$ cat config.mk
export PLATFORM = sky130hd
export DESIGN_NAME = mmio_initiator
export DESIGN_NICKNAME = d
export VERILOG_FILES = /design/src/rtl/mmio_initiator.sv
export SDC_FILE = /design/constraint.sdc
export NUM_CORES = 1
export LEC_CHECK = 0
export ABC_CLOCK_PERIOD_IN_PS = 12400
export CORE_ASPECT_RATIO = 0.8
export CORE_MARGIN = 10
export CORE_UTILIZATION = 27
export CTS_BUF_LIST = sky130_fd_sc_hd__clkbuf_8 sky130_fd_sc_hd__clkbuf_16
export DETAILED_ROUTE_END_ITERATION = 8
export PLACE_DENSITY = 0.6
export SETUP_SLACK_MARGIN = 0.4
export SYNTH_ARGS = -nofsm -noshare
export SYNTH_HDL_FRONTEND = slang
export SYNTH_SLANG_ARGS = --single-unit
$ cat constraint.sdc
create_clock -name clk -period 12.4 [get_ports clk]
set_input_delay 3.1 -clock clk [delete_from_list [all_inputs] [get_ports clk]]
set_output_delay 3.1 -clock clk [all_outputs]
set_load 0.05 [all_outputs]
$ cat src/rtl/mmio_initiator.sv
// Single-outstanding MMIO bus initiator: takes one LSU load/store, checks alignment,
// issues one req_valid pulse, waits for req_ready (with timeout) and returns extended read data.
module mmio_initiator #(
  parameter int unsigned TIMEOUT_CYCLES = 255
) (
  input  logic        clk,
  input  logic        reset,
  input  logic        cpu_valid,
  input  logic [15:0] cpu_addr,
  input  logic        cpu_we,
  input  logic [2:0]  cpu_size,
  input  logic [63:0] cpu_wdata,
  output logic        cpu_stall,
  output logic        cpu_done,
  output logic [63:0] cpu_rdata,
  output logic        cpu_err,
  output logic        req_valid,
  output logic [15:0] req_addr,
  output logic [63:0] req_wdata,
  output logic        req_we,
  output logic [2:0]  req_size,
  input  logic        req_ready,
  input  logic [63:0] req_rdata
);

  typedef enum logic [1:0] {
    S_IDLE  = 2'd0,
    S_ISSUE = 2'd1,
    S_WAIT  = 2'd2,
    S_RESP  = 2'd3
  } state_t;

  localparam logic [15:0] CNT_LAST = 16'(TIMEOUT_CYCLES - 1);

  state_t      state_q, state_d;
  logic [15:0] addr_q, addr_d;
  logic        we_q, we_d;
  logic [2:0]  size_q, size_d;
  logic [63:0] wdata_q, wdata_d;
  logic [63:0] rdata_q, rdata_d;
  logic        err_q, err_d;
  logic [15:0] cnt_q, cnt_d;
  logic        bad_req;

  // Select the addressed lanes from the full 64-bit register image, then extend.
  function automatic logic [63:0] extract(input logic [63:0] data, input logic [2:0] off,
                                          input logic [2:0] sz);
    logic [63:0] sh;
    logic [63:0] res;
    sh = data >> {off, 3'b000};
    case (sz[1:0])
      2'd0:    res = sz[2] ? {56'd0, sh[7:0]}  : {{56{sh[7]}}, sh[7:0]};
      2'd1:    res = sz[2] ? {48'd0, sh[15:0]} : {{48{sh[15]}}, sh[15:0]};
      2'd2:    res = sz[2] ? {32'd0, sh[31:0]} : {{32{sh[31]}}, sh[31:0]};
      default: res = sh;
    endcase
    return res;
  endfunction

  always_comb begin
    case (cpu_size[1:0])
      2'd0:    bad_req = 1'b0;
      2'd1:    bad_req = cpu_addr[0];
      2'd2:    bad_req = |cpu_addr[1:0];
      default: bad_req = |cpu_addr[2:0];
    endcase
    if (cpu_size == 3'b111 || (cpu_we && cpu_size[2])) begin
      bad_req = 1'b1;
    end
  end

  always_comb begin
    state_d = state_q;
    addr_d  = addr_q;
    we_d    = we_q;
    size_d  = size_q;
    wdata_d = wdata_q;
    rdata_d = rdata_q;
    err_d   = err_q;
    cnt_d   = cnt_q;
    case (state_q)
      S_IDLE: begin
        if (cpu_valid) begin
          addr_d  = cpu_addr;
          we_d    = cpu_we;
          size_d  = cpu_size;
          wdata_d = cpu_wdata;
          rdata_d = 64'd0;
          err_d   = bad_req;
          state_d = bad_req ? S_RESP : S_ISSUE;
        end
      end
      S_ISSUE: begin
        cnt_d   = 16'd0;
        state_d = S_WAIT;
      end
      S_WAIT: begin
        // Ready takes priority over a timeout landing in the same cycle.
        if (req_ready) begin
          rdata_d = we_q ? 64'd0 : extract(req_rdata, addr_q[2:0], size_q);
          err_d   = 1'b0;
          state_d = S_RESP;
        end else if (cnt_q == CNT_LAST) begin
          rdata_d = 64'd0;
          err_d   = 1'b1;
          state_d = S_RESP;
        end else begin
          cnt_d = cnt_q + 16'd1;
        end
      end
      S_RESP: begin
        state_d = S_IDLE;
      end
      default: begin
        state_d = S_IDLE;
      end
    endcase
  end

  always_ff @(posedge clk or posedge reset) begin
    if (reset) begin
      state_q <= S_IDLE;
      addr_q  <= 16'd0;
      we_q    <= 1'b0;
      size_q  <= 3'd0;
      wdata_q <= 64'd0;
      rdata_q <= 64'd0;
      err_q   <= 1'b0;
      cnt_q   <= 16'd0;
    end else begin
      state_q <= state_d;
      addr_q  <= addr_d;
      we_q    <= we_d;
      size_q  <= size_d;
      wdata_q <= wdata_d;
      rdata_q <= rdata_d;
      err_q   <= err_d;
      cnt_q   <= cnt_d;
    end
  end

  assign cpu_done  = (state_q == S_RESP);
  assign cpu_rdata = cpu_done ? rdata_q : 64'd0;
  assign cpu_err   = cpu_done & err_q;
  assign cpu_stall = ((state_q == S_IDLE) && cpu_valid) || (state_q == S_ISSUE) ||
                     (state_q == S_WAIT);
  assign req_valid = (state_q == S_ISSUE);
  assign req_addr  = addr_q;
  assign req_wdata = wdata_q;
  assign req_we    = we_q;
  assign req_size  = {1'b0, size_q[1:0]};

endmodule

==> metrics.md, run 1 <==
| Metric | Value |
|---|---|
| Router iterations before antenna repair | `5` |
| Starting density of the core | `27.31%` |
| Delay-heaviest family, CP | `buffers and inverters` |
| Slew at the pin closest to its max-slew limit | `1.135 ns` |
| CTS resizes | `0` |
| Fill cells | `3241` |
| Final HPWL DP | `23.85 mm` |
| VDD IR max | `177.1 uV` |
| Avg WL per Cell | `20.79 um` |
| Pwr Total | `3.710 mW` |
| LEAKAGE | `5.431 nW` |
| Largest net degree at the start of global routing | `91` |
| Total CTS buffers | `17` |
| ANT nets after route | `0` |
| Main synth FF type | `dfrtp_1` |
| CTS tree | `yes` |
| Footprint of the multi-input gates | `0.004619 sq mm` |
| Synth cell types | `55` |
| Sequential area share after synthesis | `45.60%` |
| Port bufs | `302` |
| Setup repair bufs after CTS | `0` |
| Die extent in y | `184.8 um` |
| Worst path most repeated cell | `clkdlybuf4s50_1` |
| Final worst path period need | `7.823 ns` |
| Syn avg cell area | `10.90 sq um` |
| Vias in the first global route | `7672` |
| Sequential Area | `0.004183 sq mm` |
| CP cell instances | `clkdlybuf4s50_1 -> nand2_4 -> nand2_1 -> clkdlybuf4s50_1` |
| Core box area | `0.03356 sq mm` |
| Net Count, Synth | `1000` |
| Via count | `7566` |
| Bufs and invs on worst path | `2` |
| Post-synth top area share | `45.60%` |
| Number of synthesized register bits | `167` |
| Final Non-Filler Cells | `1549` |
| Ys async rst share | `100.0%` |
| Synth top area cells | `dfrtp_1 (46%), mux2_2 (14%), mux2i_1 (5.1%), and2_1 (4.5%), o31ai_2 (3.7%)` |
| Fmax | `127.8 MHz` |
| # placed instances | `1516` |
| First-pass GRT wire length | `47.91 mm` |
| PD cells | `283.4 mW/mm^2` |
| Rel. slew slack | `24.32%` |
| Standard-cell rows | `60` |
| Crit Path Category | `input pin to primary output` |
| Min Hold Slack | `0.4771 ns` |
| Hold Crit Class | `flop to flop` |
| EDFF count, synth | `0` |
| Setup tns final | `0 ns` |
| Layout cell share with drive strength beyond 1 | `18.04%` |
| Final period util | `63.09%` |
| CTS Hold Bufs | `0` |
| Clk root buf | `clkbuf_16` |
| Synth warn | `0` |
| H-tree depth | `4` |
| Most frequent cell after synthesis | `dfrtp_1` |
| Remaining DRCs | `0` |
| Slowest CP cell | `clkdlybuf4s50_1` |
| Die X | `226.0 um` |
| # nets final | `1260` |
| Fin util | `39.00%` |
| Max Slew Vio Count | `0` |
| Post-synthesis cell count | `841` |
| Top cells by count, synth | `dfrtp_1 (167), mux2_2 (111), nand2_1 (79), and2_1 (66), mux2i_1 (47)` |
| Initial antenna violation count | `1` |
| CTS Sinks | `167` |
| RSZ-0062 raised after global routing | `false` |
| Global routing usage on met2 | `24.58%` |
| Syn Std Cell Area | `0.009164 sq mm` |
| CP endpoint kind | `primary output` |
| Layout area overhead | `42.83%` |
| I/O Pins | `304` |
| Via density per instance | `4.884` |
| Critical Path Fanout Max | `16` |
| Die ar. | `0.04176 sq mm` |
| Global-route usage over all layers | `14.91%` |
| Clock Latency Late Sink | `0.44 ns` |
| CP Launch Type | `input pin` |
| Global route hottest layer | `met2` |
| Total Wirelength | `32.20 mm` |
| Grt total ovfl | `0` |
| Final GP Congestion | `0.8215` |
| CP required | `9.30 ns` |
| Clock Tree Buf Depth | `2` |
| Setup Skew | `0.01479 ns` |
| Status | `finished, final reports clean` |
| Met1 usage | `19.01%` |
| MaxCap Viol Count | `0` |
| Initial DRC count | `482` |
| Largest area contributor in the netlist | `dfrtp_1` |
| Met3 usage | `4.094%` |
| Crit-path max cell delay | `0.81 ns` |
| Reg clk slew, reported paths | `0.08 ns` |
| Setup Viol. Count Final | `0` |
| Final Hold Fails | `0` |
| Crit path DAT | `4.72 ns` |
[metal layers]
layer  part of all wire, %  wire length (um)
met1                    43             13860
met2                    49             15670
met5                     0                 0
met4                   1.2               394
met3                   7.1              2282
[metrics by stage]
stage          cell area [sq um]  setup WS [ns]
3_3_place_gp               12490          4.571
6_report                   13090          4.577
2_1_floorplan               9164          4.782
5_1_grt                    13090          4.491
4_1_cts                    13090          4.565
3_5_place_dp               12490          4.575
[logic make-up (layout without fill, tap and decap cells)]
logic type	Yosys count	after routing	share of synthesized area [%]
XOR/XNOR	7	7	0.6690
flip-flops	167	167	45.60
buffers and inverters	85	358	4.301
multiplexers	168	168	21.23
AND/OR/NAND/NOR	245	245	13.69
adder cells (fa/ha/maj)	7	7	0.9557
other	1	2	0.04092
AO/OA/AOI/OAI	161	161	13.50
[layout by cell type (no fill, tap or decap), types with 9 or more instances in the layout]
master             n
mux4_2            10
nor2_1            33
and2_1            66
mux2_2           111
dfrtp_1          164
a21oi_1           30
o31ai_2           26
o21ai_0           32
nand3_1           17
nand2_1           78
clkbuf_16         17
inv_1             16
mux2i_1           47
a22oi_1            9
clkdlybuf4s50_1  302
and3_1             9
[path summary, 6_finish.rpt]
path / slack [ns] / startpoint / cells past startpoint / to
max: 4.58 / cpu_valid / 4 / cpu_stall
min: 0.48 / rdata_q[4] / 2 / rdata_q[4]
max reg2reg: 9.32 / state_q[0] / 6 / rdata_q[8]
min reg2reg: 0.48 / rdata_q[4] / 2 / rdata_q[4]
max in group asynchronous: 7.53 / reset / 3 / req_addr[2]
min in group asynchronous: 3.23 / reset / 2 / req_wdata[8]
[final cells by class]
type / instances / share of cell area (%)
repair buffers: 310 / 23.55
multi-input cells: 589 / 35.29
diodes: 1 / 0.01912
inverters: 16 / 0.4971
clock inverters: 15 / 1.281
flip-flops and latches: 167 / 31.96
clock buffers: 17 / 3.250
well taps: 434 / 4.149
[flip-flops by register name, summed over array words and instances, names as in the netlist]
signal,count
req_wdata,64
state_q,2
req_we,1
cnt_q,16
err_q,1
req_addr,16
size_q,3
rdata_q,64
[worst reg2reg max path: stages (launching register included)]
cell	delay [ns]
dfrtp_1	0.42
inv_1	0.12
ha_1	0.55
nand2_1	0.23
or3_2	0.92
nor2_1	0.56
a221o_1	0.23
[report_power, final]
part | switching, mW | total [mW] | internal, mW
clock | 0.247 | 0.550 | 0.303
combinational | 1.44 | 2.23 | 0.789
sequential | 0.144 | 0.933 | 0.789
No activity file was read; power rests on OpenSTA's default activity.
==> run 2: changes to the inputs <==
Settings changed: ABC_CLOCK_PERIOD_IN_PS 12400 to 7800.
Clock period 12.4 ns to 7.8 ns, I/O delays scaled along.
==> run 2 against run 1 <==
Hold slack about the same. Design area about the same. Cell count is the same. First-iteration DRC count shrank 2.1%. Core utilization about the same. Routed wire length is essentially flat. Critical endpoint unchanged. Largest cell class unchanged.
==> metrics.md, run 2 (synthesized netlist as in run 1, its figures left out) <==
| Metric | Value |
|---|---|
| Status | `finished, final reports clean` |
| Final worst path period need | `5.492 ns` |
| Setup tns final | `0 ns (unchanged)` |
| Flop pwr share | `25.4% (+0.2 points)` |
| Worst path most repeated cell | `clkdlybuf4s50_1` |
| Grt total ovfl | `0 (unchanged)` |
| Via density per instance | `4.872 (-0.25%)` |
| CTS Sinks | `167 (unchanged)` |
| Avg WL per Cell | `20.78 um (about the same)` |
| Final HPWL DP | `23.82 mm (-0.13%)` |
| Critical Path Fanout Max | `13 (-3)` |
| Initial DRC count | `472 (-2.1%)` |
| Starting density of the core | `27.31% (unchanged)` |
| Total Wirelength | `32.18 mm (about the same)` |
| I/O Pins | `304 (unchanged)` |
| Layout area overhead | `42.74% (about the same)` |
| Final Hold Fails | `0 (unchanged)` |
| # nets final | `1260 (unchanged)` |
| PD cells | `450.3 mW/mm^2 (+59%)` |
| Setup Skew | `0.01283 ns (-0.001959 ns)` |
| Sw frac | `49.64% (+0.33 points)` |
| H-tree depth | `4 (unchanged)` |
| Setup repair bufs after CTS | `0 (unchanged)` |
| LEAKAGE | `5.415 nW (-0.29%)` |
| Delay-heaviest family, CP | `buffers and inverters` |
| Total CTS buffers | `17 (unchanged)` |
| Remaining DRCs | `0 (unchanged)` |
| Die X | `226.0 um (unchanged)` |
| MaxCap Viol Count | `0 (unchanged)` |
| Fmax | `182.1 MHz` |
| Pwr Total | `5.891 mW (+59%)` |
| Initial antenna violation count | `1 (unchanged)` |
| CTS tree | `yes` |
| Bufs and invs on worst path | `2 (unchanged)` |
| ANT nets after route | `0 (unchanged)` |
| RSZ-0062 raised after global routing | `false` |
| CP Launch Type | `input pin` |
| CP cell instances | `clkdlybuf4s50_1 -> nand2_4 -> nand2_1 -> clkdlybuf4s50_1` |
| Crit-path max cell delay | `0.81 ns (about the same)` |
| CTS Hold Bufs | `0 (unchanged)` |
| Slew at the pin closest to its max-slew limit | `1.266 ns (+0.1306 ns)` |
| CP required | `5.85 ns (-3.45 ns)` |
| Crit Path Category | `input pin to primary output` |
| Global-route usage over all layers | `14.94% (+0.034 points)` |
| First-pass GRT wire length | `47.77 mm (-0.29%)` |
| VDD IR max | `245.7 uV (+39%)` |
| Clock Latency Late Sink | `0.44 ns (about the same)` |
| Clock Tree Buf Depth | `2 (unchanged)` |
| Hold Crit Class | `flop to flop` |
| Core box area | `0.03356 sq mm (unchanged)` |
| Final GP Congestion | `0.7991 (-2.7%)` |
| Int Power | `2.967 mW (+58%)` |
| CTS resizes | `0 (unchanged)` |
| Rel. slew slack | `15.05% (-9.3 points)` |
| Most frequent cells in the layout | `clkdlybuf4s50_1 (302), dfrtp_1 (164), mux2_2 (111)` |
| Fin util | `38.98% (about the same)` |
| Crit path DAT | `3.54 ns (-1.18 ns)` |
| Setup Viol. Count Final | `0 (unchanged)` |
| # placed instances | `1516 (unchanged)` |
| Slowest CP cell | `clkdlybuf4s50_1` |
| Largest net degree at the start of global routing | `91 (unchanged)` |
| Die extent in y | `184.8 um (unchanged)` |
| CP endpoint kind | `primary output` |
| Clk root buf | `clkbuf_16` |
| Via count | `7547 (-0.25%)` |
| Final Non-Filler Cells | `1549 (unchanged)` |
| Commonest non-fill, non-tap cell in the layout | `clkdlybuf4s50_1` |
| Port bufs | `302 (unchanged)` |
| Min Hold Slack | `0.4768 ns (-0.0002980 ns)` |
| Router iterations before antenna repair | `5 (unchanged)` |
| Reg clk slew, reported paths | `0.07 ns (about the same)` |
| Layout cell share with drive strength beyond 1 | `18.04% (unchanged)` |
| Standard-cell rows | `60 (unchanged)` |
| Comb pwr share | `60.1% (about the same)` |
| Clk pwr share | `14.5% (-0.3 points)` |
| Die ar. | `0.04176 sq mm (unchanged)` |
| Net switching power | `2.924 mW (+60%)` |
| Final period util | `70.41%` |
| Vias in the first global route | `7548 (-1.6%)` |
| Max Slew Vio Count | `0 (unchanged)` |
run 2: worst reg2reg max path: cells and delay by family (launching register included):
family          cells  cell delay [ns]
simple gates        2             0.24
flops               1             0.36
buf+inv             1             0.68
mux                 2             0.82
compound gates      1             0.97
run 2: layout make-up:
type,instances,area [sq um]
Inverter,16,65.06
Clock buffer,18,439.2
Sequential cell,167,4183
Antenna cell,1,2.502
Clock inverter,14,145.1
Fill cell,3270,20480
Tap cell,434,543.0
Multi-Input combinational cell,589,4619
Timing Repair Buffer,310,3083
run 2: stage by stage:
step	instance area [sq um]	setup WS, ns
floorplan	9164	1.332
global placement	12490	2.304
detailed placement	12490	2.287
CTS	13080	2.280
global route	13080	2.225
finish	13080	2.308
run 2: metal layers:
layer	wire length, um	vias to the layer above	global-route usage, %
li1	-	3546	-
met2	15560	228	23.92
met5	0	-	0
met1	14170	3748	19.66
met4	336	0	3.452
met3	2117	25	4.078
run 2: power by group through the flow:
stage	Clock, mW	Sequential (mW)	Combinational (mW)
after floorplan	0	2.20	1.75
after global placement	0	1.50	3.53
after detailed placement	0	1.51	3.55
after CTS	0.885	1.50	3.56
after global routing	0.920	1.55	3.74
final	0.856	1.50	3.54
run 2: path summary, 6_finish.rpt:
kind / startpoint / end / slack, ns / cells past startpoint
max: cpu_valid / cpu_stall / 2.31 / 4
max reg2reg: req_addr[1] / rdata_q[27] / 4.55 / 6
min reg2reg: rdata_q[0] / rdata_q[0] / 0.48 / 2
max in group asynchronous: reset / req_addr[0] / 4.08 / 3
min in group asynchronous: reset / req_wdata[25] / 2.07 / 2
min: rdata_q[0] / rdata_q[0] / 0.48 / 2
